==> config.mk <==
export PLATFORM = sky130hd
export DESIGN_NAME = digit_entry_buffer
export DESIGN_NICKNAME = d
export VERILOG_FILES = /design/src/rtl/lock_pkg.sv /design/src/rtl/switch_settle.sv /design/src/rtl/digit_entry_buffer.sv
export SDC_FILE = /design/constraint.sdc
export NUM_CORES = 1
export LEC_CHECK = 0
export BUFFER_PORTS_ARGS = -buffer_cell sky130_fd_sc_hd__clkbuf_2
export CORE_UTILIZATION = 58
export CTS_CLUSTER_SIZE = 8
export DETAILED_ROUTE_END_ITERATION = 10
export GPL_TIMING_DRIVEN = 0
export PLACE_DENSITY = 0.77
export SYNTH_ARGS = -nofsm -noshare
export SYNTH_HDL_FRONTEND = slang
export SYNTH_SLANG_ARGS = --single-unit
==> constraint.sdc <==
create_clock -name clk -period 2.3 [get_ports clk]
set_input_delay 0 -clock clk [delete_from_list [all_inputs] [get_ports clk]]
set_output_delay 0 -clock clk [all_outputs]
set_load 0.02 [all_outputs]
==> src/rtl/lock_pkg.sv <==
// Shared definitions for the password lock: digit width, gesture states and
// switch-pattern helpers used by the entry buffer and the lock controller.
package lock_pkg;

  localparam int unsigned DIGIT_W = 4;
  localparam int unsigned SW_W    = 10;

  typedef enum logic {
    ARMED = 1'b0,
    HELD  = 1'b1
  } gesture_e;

  // Index of the highest set bit; a one-hot input yields its digit value.
  function automatic logic [DIGIT_W-1:0] onehot_to_bcd(input logic [SW_W-1:0] pat);
    logic [DIGIT_W-1:0] bcd;
    bcd = '0;
    for (int i = 0; i < int'(SW_W); i++) begin
      if (pat[i]) bcd = DIGIT_W'(i);
    end
    return bcd;
  endfunction

  function automatic logic is_onehot(input logic [SW_W-1:0] pat);
    return (pat != '0) && ((pat & (pat - SW_W'(1))) == '0);
  endfunction

endpackage

==> src/rtl/switch_settle.sv <==
// Synchronises the raw digit switches and accepts a pattern only after it has
// held unchanged for STABLE_CYCLES cycles.
module switch_settle
  import lock_pkg::*;
#(
  parameter int unsigned STABLE_CYCLES = 1_000_000
) (
  input  logic            clk,
  input  logic            rst,
  input  logic [SW_W-1:0] sw_nums,
  output logic [SW_W-1:0] stable_pat,
  output logic            pat_changed
);

  localparam int unsigned      CNT_W    = $clog2(STABLE_CYCLES);
  localparam logic [CNT_W-1:0] CNT_LAST = CNT_W'(STABLE_CYCLES - 1);

  logic [SW_W-1:0]  sync1;
  logic [SW_W-1:0]  sync2;
  logic [SW_W-1:0]  last;
  logic [CNT_W-1:0] cnt;
  logic             moved;
  logic             settled;

  // cnt holds the run length of the synchronised value so far, capped at CNT_LAST.
  assign moved   = (sync2 != last);
  assign settled = !moved && (cnt == CNT_LAST);

  always_ff @(posedge clk) begin
    if (rst) begin
      sync1       <= '0;
      sync2       <= '0;
      last        <= '0;
      cnt         <= '0;
      stable_pat  <= '1;
      pat_changed <= 1'b0;
    end else begin
      sync1       <= sw_nums;
      sync2       <= sync1;
      last        <= sync2;
      pat_changed <= 1'b0;
      if (moved) begin
        cnt <= CNT_W'(1);
      end else if (cnt != CNT_LAST) begin
        cnt <= cnt + CNT_W'(1);
      end
      if (settled) begin
        stable_pat  <= sync2;
        pat_changed <= (sync2 != stable_pat);
      end
    end
  end

endmodule

==> src/rtl/digit_entry_buffer.sv <==
// Turns debounced switch gestures plus backspace/clear/confirm pulses into a
// buffered BCD code, newest digit in the low nibble, for the lock controller.
module digit_entry_buffer
  import lock_pkg::*;
#(
  parameter int unsigned DIGITS        = 4,
  parameter int unsigned STABLE_CYCLES = 1_000_000
) (
  input  logic                         clk,
  input  logic                         rst,
  input  logic [9:0]                   sw_nums,
  input  logic                         enable,
  input  logic                         backspace,
  input  logic                         clear,
  input  logic                         confirm,
  output logic [DIGIT_W*DIGITS-1:0]    code_out,
  output logic [$clog2(DIGITS+1)-1:0]  code_len,
  output logic                         code_valid,
  output logic                         digit_pulse,
  output logic                         entry_error
);

  localparam int unsigned CODE_W = DIGIT_W * DIGITS;
  localparam int unsigned LEN_W  = $clog2(DIGITS + 1);

  logic [SW_W-1:0]   stable_pat;
  logic              pat_changed;
  gesture_e          state;
  gesture_e          state_n;
  logic              digit_ev;
  logic              error_ev;
  logic              pend_clear;
  logic              pend_clear_n;
  logic [CODE_W-1:0] code_n;
  logic [LEN_W-1:0]  len_n;
  logic              valid_n;
  logic              digit_n;
  logic              error_n;

  switch_settle #(
    .STABLE_CYCLES(STABLE_CYCLES)
  ) u_settle (
    .clk        (clk),
    .rst        (rst),
    .sw_nums    (sw_nums),
    .stable_pat (stable_pat),
    .pat_changed(pat_changed)
  );

  // Gesture tracking plus the clear > confirm > backspace > digit priority chain.
  always_comb begin
    state_n      = state;
    digit_ev     = 1'b0;
    error_ev     = 1'b0;
    code_n       = code_out;
    len_n        = code_len;
    valid_n      = 1'b0;
    digit_n      = 1'b0;
    error_n      = 1'b0;
    pend_clear_n = 1'b0;

    case (state)
      ARMED: begin
        if (pat_changed && (stable_pat != '0)) begin
          state_n  = HELD;
          digit_ev = is_onehot(stable_pat);
          error_ev = !is_onehot(stable_pat);
        end
      end
      HELD: begin
        if (stable_pat == '0) state_n = ARMED;
      end
      default: state_n = HELD;
    endcase

    if (!enable || pend_clear || clear) begin
      code_n = '0;
      len_n  = '0;
    end else if (confirm) begin
      if (code_len != '0) begin
        valid_n      = 1'b1;
        pend_clear_n = 1'b1;
      end else begin
        error_n = 1'b1;
      end
    end else if (backspace) begin
      if (code_len != '0) begin
        code_n = {DIGIT_W'(0), code_out[CODE_W-1:DIGIT_W]};
        len_n  = code_len - LEN_W'(1);
      end
    end else if (digit_ev) begin
      if (code_len < LEN_W'(DIGITS)) begin
        code_n  = {code_out[CODE_W-DIGIT_W-1:0], onehot_to_bcd(stable_pat)};
        len_n   = code_len + LEN_W'(1);
        digit_n = 1'b1;
      end else begin
        error_n = 1'b1;
      end
    end else if (error_ev) begin
      error_n = 1'b1;
    end
  end

  always_ff @(posedge clk) begin
    if (rst) begin
      state       <= HELD;
      code_out    <= '0;
      code_len    <= '0;
      code_valid  <= 1'b0;
      digit_pulse <= 1'b0;
      entry_error <= 1'b0;
      pend_clear  <= 1'b0;
    end else begin
      state       <= state_n;
      code_out    <= code_n;
      code_len    <= len_n;
      code_valid  <= valid_n;
      digit_pulse <= digit_n;
      entry_error <= error_n;
      pend_clear  <= pend_clear_n;
    end
  end

endmodule

* Word level (Yosys, flattened, before mapping)
Index checks and enable logic that the tools add are counted.
** Storage, ports and cells
- Flip-flop bits (word level) :: 84
- Bits of input ports :: 16
- Logic and storage cells :: 83
** Operators by class
- $add $sub $neg :: 4
- Magnitude comparators :: 1
- Equal/unequal tests :: 5
- Multiplexer cells :: 34
- Bitwise logic cells :: 5
- Reductions and logical operators :: 21
** Operator list (count)
- $mux W16 :: 4
- $mux W4 :: 8
- $add A20 B1 Y20 const B :: 1
- $eq A20 B20 Y1 const B :: 1
- $logic_not A10 Y1 :: 2
- $ne A10 B10 Y1 :: 2
- $ne A20 B20 Y1 const B :: 1
- $mux W1 :: 17
- $mux W3 :: 4
- $and A10 B10 Y10 :: 1
- $reduce_bool A10 Y1 :: 1
- $sub A10 B1 Y10 const B :: 1
- $reduce_bool A2 Y1 :: 3
- $reduce_or A2 Y1 :: 3
- $reduce_or A5 Y1 :: 1
- $not A1 Y1 :: 4
- $reduce_and A4 Y1 :: 1
- $add A3 B1 Y3 const B :: 1
- $logic_and A1 B1 Y1 :: 3
- $logic_not A1 Y1 :: 3
- $lt A3 B3 Y1 const B :: 1
- $reduce_bool A3 Y1 :: 1
- $reduce_or A3 Y1 :: 1
- $sub A3 B1 Y3 const B :: 1
- 3 further kinds :: 4

* Logic depth before layout (Yosys ltp)
Gate-level depths: netlist (run 1).
- Depth after elaboration :: 12
- Mapped depth :: 8
- Gate-level depth less buffers :: 6

* Hierarchy
From an unflattened synthesis (run 1), not the netlist that was laid out.
** Second synthesis, totals
- Cells, all modules :: 422
- Area total of the unflattened synthesis :: 3863.7 sq um
** By module, submodules not included
- switch_settle :: times used 1, cells each 256, area an instance 2438.6 sq um, sequential area each 1221.2 sq um
- digit_entry_buffer :: times used 1, cells each 166, area an instance 1425.1 sq um, sequential area each 460.4 sq um

* Worst setup path after synthesis (run 1)
OpenSTA, ideal clock, no wires.
- Path kind :: reg2reg
- Start :: reg u_settle.stable_pat[1]
- End :: reg code_len[2]
- Setup time :: 0.072 ns
- Arrival :: 1.987 ns
- Required time :: 2.228 ns
- Slack :: 0.241 ns
- Stages on the path, launching flop included :: 7
- Buffers on the path :: 2
- Clock period less this slack :: 2.059 ns
- Cell sequence :: dfxtp_1 -> or4_4 -> o41a_1 -> a31oi_1 -> buf_6 -> buf_12 -> mux2i_1
** Between the ends
- Word-level cells in the longest chain between the ends :: 8
- Elaborated cells between the ends (all ways) :: 10
** Ends and longest elaborated chain
- from (decl) :: line switch_settle.sv:11 : output logic [SW_W-1:0] stable_pat,
- from (signal assigned) :: line switch_settle.sv:48 : stable_pat <= sync2;
- $sub A10 B1 Y10 :: line lock_pkg.sv:24 : return (pat != '0) && ((pat & (pat - SW_W'(1))) == '0);
- $and A10 B10 Y10 :: line lock_pkg.sv:24
- $logic_not A10 Y1 :: line lock_pkg.sv:24
- $logic_and A1 B1 Y1 :: line lock_pkg.sv:24
- $mux W1 * :: line digit_entry_buffer.sv:64 : if (pat_changed && (stable_pat != '0)) begin
- $mux W1 * :: line digit_entry_buffer.sv:62 : case (state)
- $reduce_bool A2 Y1 (no source line) *
- $reduce_and A4 Y1 (no source line) *
- to (signal assigned) :: line digit_entry_buffer.sv:116 : code_len <= len_n;
- to (decl) :: line digit_entry_buffer.sv:17 : output logic [$clog2(DIGITS+1)-1:0] code_len,
Every way passes the cells marked *; elsewhere a longest branch is shown, timed or not.
A chain may end at the register's enable or synchronous reset.

* Worst setup path in the final report (run 1)
- Start :: reg u_settle.stable_pat[1]
- End :: reg code_out[3]
** Between the ends
- Word-level cells in the longest chain between the ends :: 8
- Elaborated cells between the ends (all ways) :: 10
** Ends and longest elaborated chain
- $sub A10 B1 Y10 :: line lock_pkg.sv:24
- $and A10 B10 Y10 :: line lock_pkg.sv:24
- $logic_not A10 Y1 :: line lock_pkg.sv:24
- $logic_and A1 B1 Y1 :: line lock_pkg.sv:24
- $mux W1 * :: line digit_entry_buffer.sv:64
- $mux W1 * :: line digit_entry_buffer.sv:62
- $reduce_bool A2 Y1 (no source line) *
- $reduce_and A4 Y1 (no source line) *
- to (signal assigned) :: line digit_entry_buffer.sv:115 : code_out <= code_n;
- to (decl) :: line digit_entry_buffer.sv:16 : output logic [DIGIT_W*DIGITS-1:0] code_out,
Marks and branches as above.

==> results.toml, run 1 <==
[critical_path]
critPathCaptureType = "flop"
path_cells = "or4_4, o41a_1, a31oi_1, buf_6, buf_4, mux2i_1"
ff2ff_path_depth = 6
critPathRequiredTime_ps = 2590
cp.arrival_ps = 2490
cp_max_fo = 6
path_class = "reg2reg"
slowest_stage = "or4_4"
r2r-start = "u_settle.stable_pat[1]"
max_stage_delay_ps = 570
cp_num_buf_inv = 2
start_kind = "flop"
crit_family = "compound AO/OA/AOI/OAI gates"
rr_endpoint = "code_out[3]"
r2r_slack_ps = 100

[yosys]
yosys.area.top_type = "dfxtp_1"
synthMostInstantiatedCell = "dfxtp_1"
synth_flop_cell = "dfxtp_1"
synth_top_area_share_pct = 46.04
netlist_instances = 401
seq_area_frac_synth_pct = 46.04
avgSynthCellArea_um2 = 9.108
synth_fp_nets = 420
ys_warn_count = 0
async_flop_share_pct = 0
synth.distinct_cells = 48
yosys-top-cells-area = "dfxtp_1 (46%), xnor2_1 (5.3%), mux2i_1 (5.2%), nor2b_1 (5.1%), nand2_1 (4.8%)"
synthesis.area_um2 = 3652
synth_enable_flop_cells = 0
yosys_register_bits = 84
ys_top_cells_by_count = "dfxtp_1 (84), nand2_1 (47), nor2b_1 (30), nor2_1 (28), nand3_1 (27)"

[clocking]
clkTransAtPathRegs_ps = 80
insertion_delay_ps = 350
cts_tree = "done"
cts_buffers = 9
clockBufferDepth = 2
clock_sinks = 84
cts_htree_levels = 3
cts-root-buf = "clkbuf_8"

[sta]
max_slew_margin_pct = 45.82
rsz0062_at_grt = "true"
setup_viol = 0
fin_crit_ps = 2198
max_clock_freq_mhz = 454.9
worst_pin_slew_ps = 810.5
drv_slew = 0
skew_ps = 6.237
period_share_pct = 95.57
hold_viol_final = 0

[flow_run]
drv_cap = 0

[drt]
routed_wl_um = 7289
drtPass1Iterations = 4
drtIter0Drc = 102
drcViolationCount = 0
ant_nets = 0
num_vias = 2937
wl_per_cell_um = 13.45
via_per_inst = 5.419

[global_route]
grt.overflow.total = 0
grt_pass1_wl_um = 12090
grt_start_max_net_pins = 14
track_usage_pct = 24.37
grt_pass1_vias = 2724
antenna_found_initial = 0

[die]
ios = 38
die_w_um = 81.36
die_h_um = 81.36
rows = 28
start_util_pct = 60.96
coreArea_um2 = 5991
die_area_um2 = 6619

[cells_and_area]
final_cells = 542
area_delta_synth_final_pct = 17.13
antenna_cells = 0
final_cell_area_um2 = 4278
nets = 481
drive_gt1_share_pct = 15.20
final_util_pct = 71.41
fillers = 488

[worst_hold_path]
holdPathEnd = "code_len[1]"
whs_path_depth = 4
hold_start = "enable"
worstHoldPathType = "in2reg"

[status]
outcome = "complete, no violations"

[placed_design]
placedCellCount = 512
dp_hpwl_um = 5038
portBuffers = 36
placed_area_um2 = 3926
gp_congestion = 0.8371

[power_and_ir_drop]
p_leak_nw = 1.683
peakVddDrop_mv = 0.4062
p_per_area_nw_per_um2 = 617.9
state kept, by name, indices dropped and copies added, names as in the netlist:
name,cells
u_settle.cnt,20
code_out,16
u_settle.last,10
u_settle.stable_pat,10
u_settle.sync1,10
u_settle.sync2,10
code_len,3
digit_pulse,1
entry_error,1
pend_clear,1
state,1
u_settle.pat_changed,1
worst min-delay path, delay by kind of cell:
kind | cells | cell delay [ps]
simple gates | 2 | 290
buf+inv | 1 | 80
mux | 1 | 50
worst max path at each step:
| stage | from | end | slack [ps] | cells past startpoint |
|---|---|---|---|---|
| after global routing | u_settle.cnt[7] | u_settle.stable_pat[8] | -10 | 6 |
| after detailed placement | u_settle.cnt[7] | u_settle.stable_pat[8] | -60 | 6 |
| final | u_settle.stable_pat[1] | code_out[3] | 100 | 6 |
| after global placement | u_settle.cnt[7] | u_settle.stable_pat[8] | -60 | 6 |
| after CTS | u_settle.stable_pat[4] | code_out[12] | 20 | 7 |
| after floorplan | u_settle.stable_pat[1] | code_len[2] | 240 | 6 |
cell type report:
type | instances | area [um^2] | area share, %
Clock buffer | 12 | 135.1 | 3.159
Clock inverter | 4 | 50.05 | 1.170
Inverter | 8 | 30.03 | 0.7020
Multi-Input combinational cell | 288 | 1847 | 43.17
Buffer | 18 | 97.59 | 2.281
Sequential cell | 84 | 1682 | 39.31
Tap cell | 75 | 93.84 | 2.194
Timing Repair Buffer | 53 | 342.8 | 8.014
per-layer routing:
layer	vias up	wire length [um]	share of wire, %	global-route usage (%)
met3	26	228	3.1	4.944
li1	1483	-	-	-
met4	0	250	3.4	15.18
met5	-	0	0	0
met2	68	3550	49	41.83
met1	1360	3260	45	27.44
through the flow:
| step | TNS [ps] | total power [mW] | setup WS, ps | hold slack [ps] |
|---|---|---|---|---|
| after floorplan | 0 | 1.603 | 241.5 | 71.61 |
| after global placement | -434.7 | 1.640 | -58.61 | 206.5 |
| after detailed placement | -242.1 | 1.645 | -56.02 | 214.4 |
| after CTS | 0 | 2.662 | 19.15 | 99.52 |
| after global routing | -12.95 | 2.751 | -12.95 | 125.2 |
| final | 0 | 2.643 | 101.8 | 111.2 |
cell usage in the layout (no fill, tap or decap), drive strengths merged, types with 3 or more instances in the layout:
master       Yosys  layout
mux2i           19      19
dlygate4sd3      0      14
nand2           47      47
or3              6       6
inv              8       8
nand3           27      27
o21ai           15      15
a21oi            7       7
nor4             6       6
nand2b           4       4
nand4            5       5
xor2            15      15
dfxtp           84      84
mux2             8       8
or4              3       3
buf              5       8
nor2b           30      30
nor2            28      28
clkbuf          16      61
and2             3       3
xnor2           22      22
nor3            13      13
power breakdown:
group | internal [mW] | total (mW) | switching (mW)
Combinational | 0.0624 | 0.136 | 0.0735
Sequential | 1.48 | 1.49 | 0.0171
Clock | 0.501 | 1.01 | 0.513
Total | 2.04 | 2.64 | 0.603
timing repair:
item                                   in CTS  in global routing
pin swaps                                   0                  0
hold buffers                               14                  0
endpoints found under the hold margin      14                  0
setup buffers                               0                  3
setup endpoints to repair                   8                 18
cloned                                      0                  0
resized for setup                           1                  1
cell families (layout without fill, tap and decap cells):
logic type	after synthesis	in the layout	synth area share (%)
mux	27	27	7.674
compound gates	36	36	6.132
buf+inv	29	95	3.803
xor+xnor	37	37	8.873
fa+ha+maj	4	4	1.507
simple gates	184	184	25.97
flops	84	84	46.04
Note: power is estimated with default switching activity, not from simulation.
==> run 2: changes to the inputs <==
Settings changed: CORE_MARGIN set to 2, CORE_UTILIZATION 58 to 35, PLACE_DENSITY 0.77 to 0.5, SYNTH_HIERARCHICAL set to 1.
==> results.toml, run 2 <==
[yosys]
async_flop_share_pct = 0
yosys_register_bits = 84
synth_enable_flop_cells = 0
avgSynthCellArea_um2 = 9.156
yosys-top-cells-area = "dfxtp_1 (44%), nor2b_1 (5.0%), nor2_1 (3.6%), xnor2_1 (3.4%), xor2_1 (3.4%)"
yosys.area.top_type = "dfxtp_1"
synth_top_area_share_pct = 43.52
synth_flop_cell = "dfxtp_1"
ys_warn_count = 6
synth_fp_nets = 441
netlist_instances = 422
synthMostInstantiatedCell = "dfxtp_1"
ys_top_cells_by_count = "dfxtp_1 (84), nor2_1 (37), nor2b_1 (31), nand2_1 (23), a21oi_1 (19)"
synthesis.area_um2 = 3864
seq_area_frac_synth_pct = 43.52
synth.distinct_cells = 60

[sta]
skew_ps = 10.04
max_slew_margin_pct = 28.70
setup_viol = 0
rsz0062_at_grt = "false"
holdWs_ps = 51.96
hold_viol_final = 0
fin_crit_ps = 2185
max_clock_freq_mhz = 457.7
period_share_pct = 95.00
worst_pin_slew_ps = 1067
drv_slew = 0

[clocking]
clkTransAtPathRegs_ps = 90
cts-root-buf = "clkbuf_8"
cts_htree_levels = 3
cts_buffers = 9
insertion_delay_ps = 360
cts_tree = "done"
clock_sinks = 84
clockBufferDepth = 2

[die]
die_area_um2 = 11900
die_h_um = 109.1
rows = 38
coreArea_um2 = 10790
start_util_pct = 35.80
ios = 38
die_w_um = 109.1

[cells_and_area]
antenna_cells = 0
nets = 500
final_common_cell = "dfxtp_1"
largest_reg_flops = 20
top_register = "u_settle/cnt"
final_util_pct = 42.62
final_cells = 626
fillers = 1062
layout_common_cells = "dfxtp_1 (83), clkbuf_2 (38), nor2_1 (36)"
area_delta_synth_final_pct = 19.04
drive_gt1_share_pct = 15.23
top_regs = "u_settle/cnt x20, code_out x16"

[critical_path]
startpoint = "u_settle/stable_pat[3]"
r2r-start = "u_settle/stable_pat[3]"
start_kind = "flop"
path_class = "reg2reg"
r2r_slack_ps = 110
cp.depth = 5
ff2ff_path_depth = 5
cp.arrival_ps = 2470
cp_num_buf_inv = 0
critPathRequiredTime_ps = 2580
critPathCaptureType = "flop"
cp_max_fo = 10
path_cells = "or4_4, a211oi_4, o211ai_4, or4_1, o211ai_1"
slowest_stage = "or4_4"
crit_family = "simple AND/OR/NAND/NOR gates"
max_stage_delay_ps = 600
rr_endpoint = "code_out[5]"
crit_path_end = "code_out[5]"

[flow_run]
drv_cap = 0

[power_and_ir_drop]
p_per_area_nw_per_um2 = 619.6
p_leak_nw = 1.594
peakVddDrop_mv = 0.4604
power_mw = 2.850

[global_route]
grt_start_max_net_pins = 16
antenna_found_initial = 0
grt_pass1_wl_um = 14990
grt_pass1_vias = 3021
track_usage_pct = 16.19
grt.overflow.total = 0

[drt]
num_vias = 3240
via_per_inst = 5.176
drtIter0Drc = 158
wl_per_cell_um = 14.31
ant_nets = 0
drtPass1Iterations = 5
drcViolationCount = 0
routed_wl_um = 8955

[placed_design]
placedCellCount = 599
dp_hpwl_um = 6312
gp_congestion = 0.7711
portBuffers = 37

[status]
outcome = "complete, no violations"

[worst_hold_path]
worstHoldPathType = "in2reg"
[run 2: cell types whose count changed in the layout (fill, tap and decap cells not counted), moves of 7 or more]
cell / change
nand2_1: -24
a21oi_1: +11
o211ai_1: +10
nand3_1: -9
a22oi_1: +8
mux2_2: -8
nor2_1: +8
o21ai_0: -8
a211oi_1: +7
xnor2_1: -7
[run 2: what timing repair did]
item	4_1_cts	5_1_grt
pin swaps	0	1
setup endpoints to repair	14	12
endpoints found under the hold margin	14	0
hold buffers	12	0
resized for setup	2	6
setup buffers	0	0
[run 2: kinds of logic (layout without fill, tap and decap cells)]
logic type / count (synthesis) / in the layout / synth area share, %
AO/OA/AOI/OAI: 82 / 82 / 15.84
XOR/XNOR: 30 / 30 / 6.801
adder cells (fa/ha/maj): 3 / 3 / 1.166
buffers and inverters: 32 / 96 / 3.465
flip-flops: 84 / 84 / 43.52
multiplexers: 13 / 13 / 3.368
AND/OR/NAND/NOR: 178 / 178 / 25.84
[run 2: worst reg2reg max path, stage by stage, from the launching register on]
cell,delay (ps)
dfxtp_1,390
or4_4,600
a211oi_4,280
o211ai_4,180
or4_1,560
o211ai_1,90
[run 2: per-stage QoR]
step           worst slack (ps)  instance area [um^2]  TNS (ps)
2_1_floorplan             283.8                  3864         0
3_3_place_gp             -169.0                  4224     -1119
3_5_place_dp             -150.6                  4224    -950.6
4_1_cts                   13.69                  4584         0
5_1_grt                   3.332                  4599         0
6_report                  114.9                  4599         0
[run 2: worst min-delay path by stage]
stage                        end  slack [ps]        from  cells past startpoint
6_report             code_len[0]          50       clear                      4
2_1_floorplan              state         110         rst                      1
3_3_place_gp   u_settle/sync1[9]         210  sw_nums[9]                      2
3_5_place_dp   u_settle/sync1[4]         210  sw_nums[4]                      2
5_1_grt              code_len[0]          60       clear                      4
4_1_cts              code_len[0]          20       clear                      4
[run 2: final cells by class]
type                       count  area (um^2)  area share (%)
inverter                       9        33.78          0.7345
timing repair buffer          49        305.3           6.638
clock buffer                  10        137.6           2.992
multi-input combinational    306         2073           45.08
sequential                    84         1683           36.59
tap                          140        175.2           3.808
buffer                        22        97.59           2.122
clock inverter                 6        93.84           2.040
[run 2: metal layers]
| metal | up-vias | global-route usage, % | routed length [um] |
|---|---|---|---|
| met5 | - | 0 | 0 |
| met4 | 0 | 4.487 | 102 |
| met3 | 11 | 4.722 | 435 |
| met2 | 79 | 24.98 | 4055 |
| met1 | 1510 | 21.99 | 4362 |
| li1 | 1640 | - | - |
[run 2: where the power goes]
group	internal [mW]	total (mW)	switching, mW
sequential	1.48	1.50	0.0181
combinational	0.0644	0.141	0.0769
clock	0.651	1.21	0.562
total	2.19	2.85	0.657
==> run 3: changes to the inputs <==
Settings changed: SYNTH_HIERARCHICAL 1 to not set.
==> results.toml, run 3 (same netlist as run 1, synthesis figures left out) <==
[power_and_ir_drop]
p_per_area_nw_per_um2 = 620.3
internal-power_mw = 2.077
p_comb_share_pct = 5.0
seqPwrFrac_pct = 54.7
power_switching_share_pct = 23.88
p_leak_nw = 1.706
p_sw_uw = 651.8
pwr-share-clk_pct = 40.3
peakVddDrop_mv = 0.3562

[critical_path]
start_kind = "flop"
slowest_stage = "or4_4"
critPathRequiredTime_ps = 2580
cp_num_buf_inv = 2
critPathCaptureType = "flop"
path_cells = "or4_4, o41a_1, a31oi_1, buf_6, buf_12, mux2i_1"
cp_max_fo = 10
cp.arrival_ps = 2460
crit_family = "compound AO/OA/AOI/OAI gates"
path_class = "reg2reg"
max_stage_delay_ps = 560

[drt]
drtPass1Iterations = 4
drtIter0Drc = 91
drcViolationCount = 0
routed_wl_um = 7676
via_per_inst = 4.754
wl_per_cell_um = 12.67
ant_nets = 0
num_vias = 2881

[clocking]
clockBufferDepth = 2
cts-root-buf = "clkbuf_8"
cts_buffers = 9
insertion_delay_ps = 350
cts_tree = "done"
cts_htree_levels = 3
clkTransAtPathRegs_ps = 80
clock_sinks = 84

[global_route]
grt_start_max_net_pins = 16
grt_pass1_vias = 2708
grt.overflow.total = 0
grt_pass1_wl_um = 12850
antenna_found_initial = 0
track_usage_pct = 14.28

[placed_design]
placed_area_um2 = 4003
dp_hpwl_um = 5286
portBuffers = 36
gp_congestion = 0.7420

[cells_and_area]
drive_gt1_share_pct = 17.02
area_delta_synth_final_pct = 20.45
antenna_cells = 0
final_common_cell = "dfxtp_1"
largest_reg_flops = 20
nets = 484
top_regs = "u_settle.cnt x20, code_out x16"
top_register = "u_settle.cnt"
final_cell_area_um2 = 4399
layout_common_cells = "dfxtp_1 (83), nand2_1 (47), clkbuf_2 (37)"

[sta]
hold_viol_final = 0
period_share_pct = 94.64
drv_slew = 0
max_slew_margin_pct = 44.19
fin_crit_ps = 2177
skew_ps = 17.12
max_clock_freq_mhz = 459.4
setup_tns_ps = 0
setup_viol = 0
worst_pin_slew_ps = 834.9

[die]
die_area_um2 = 11270
die_w_um = 106.2
ios = 38
die_h_um = 106.2
coreArea_um2 = 10230
rows = 37
start_util_pct = 35.70

[worst_hold_path]
worstHoldPathType = "in2reg"

[status]
outcome = "complete, no violations"

[flow_run]
drv_cap = 0
run 3: cell types whose count changed in the layout (fill, tap and decap cells not counted), sizes merged, moves of 7 or more:
cell and change:
a211oi -9, xnor2 +7, buf +8, o21ai +7
nand3 +9, a22oi -8, nor2 -9, o211ai -11
mux2 +8, a21oi -12, nand2 +24
run 3: what timing repair did:
| action | 4_1_cts | 5_1_grt |
|---|---|---|
| resized for setup | 1 | 4 |
| endpoints found under the hold margin | 14 | 0 |
| setup buffers | 0 | 7 |
| pin swaps | 0 | 1 |
| hold buffers | 13 | 0 |
| endpoints found under the setup margin | 13 | 21 |
run 3: tightest hold or removal path, delay by kind of cell:
kind            cells  cell delay, ps
buf+inv             2             300
compound gates      1              70
run 3: per-stage QoR:
step	hold slack (ps)	total power [mW]	util (%)	worst slack, ps	instances
3_5_place_dp	216.0	1.647	39.12	-175.0	573
4_1_cts	38.80	2.781	42.45	1.263	601
5_1_grt	61.84	2.856	43.00	-3.202	606
3_3_place_gp	210.2	1.646	39.12	-164.8	573
2_1_floorplan	71.61	1.603	-	241.5	401
6_report	57.45	2.729	43.00	123.3	606
run 3: final cells by class:
class                           instances  area, um^2
Timing Repair Buffer                   56       362.8
Inverter                                8       30.03
Sequential cell                        84        1683
Clock inverter                          6       70.07
Tap cell                              136       170.2
Fill cell                            1045        5832
Multi-Input combinational cell        288        1847
Clock buffer                           10       137.6
Buffer                                 18       98.84
run 3: final timing paths:
path                                             start                 to  slack (ps)  cells after the start
worst min register to register       u_settle.sync1[9]  u_settle.sync2[9]         440                      1
worst max-delay path            u_settle.stable_pat[1]       code_out[13]         120                      6
worst min-delay path                               rst              state          60                      3
worst max register to register  u_settle.stable_pat[1]       code_out[13]         120                      6
run 3: routing by layer:
| layer | GRT usage [%] | routed length [um] | part of all wire [%] |
|---|---|---|---|
| met2 | 23.53 | 3653 | 48 |
| met4 | 5.639 | 106 | 1.4 |
| met1 | 18.27 | 3682 | 48 |
| met5 | 0 | 0 | 0 |
| met3 | 2.943 | 233 | 3.0 |
run 3: power groups by stage:
| stage | combinational (mW) | sequential (mW) | clock (mW) |
|---|---|---|---|
| after floorplan | 0.0803 | 1.52 | 0 |
| after global routing | 0.154 | 1.50 | 1.21 |
| after CTS | 0.138 | 1.49 | 1.15 |
| after detailed placement | 0.120 | 1.53 | 0 |
| final | 0.136 | 1.49 | 1.10 |
| after global placement | 0.119 | 1.53 | 0 |
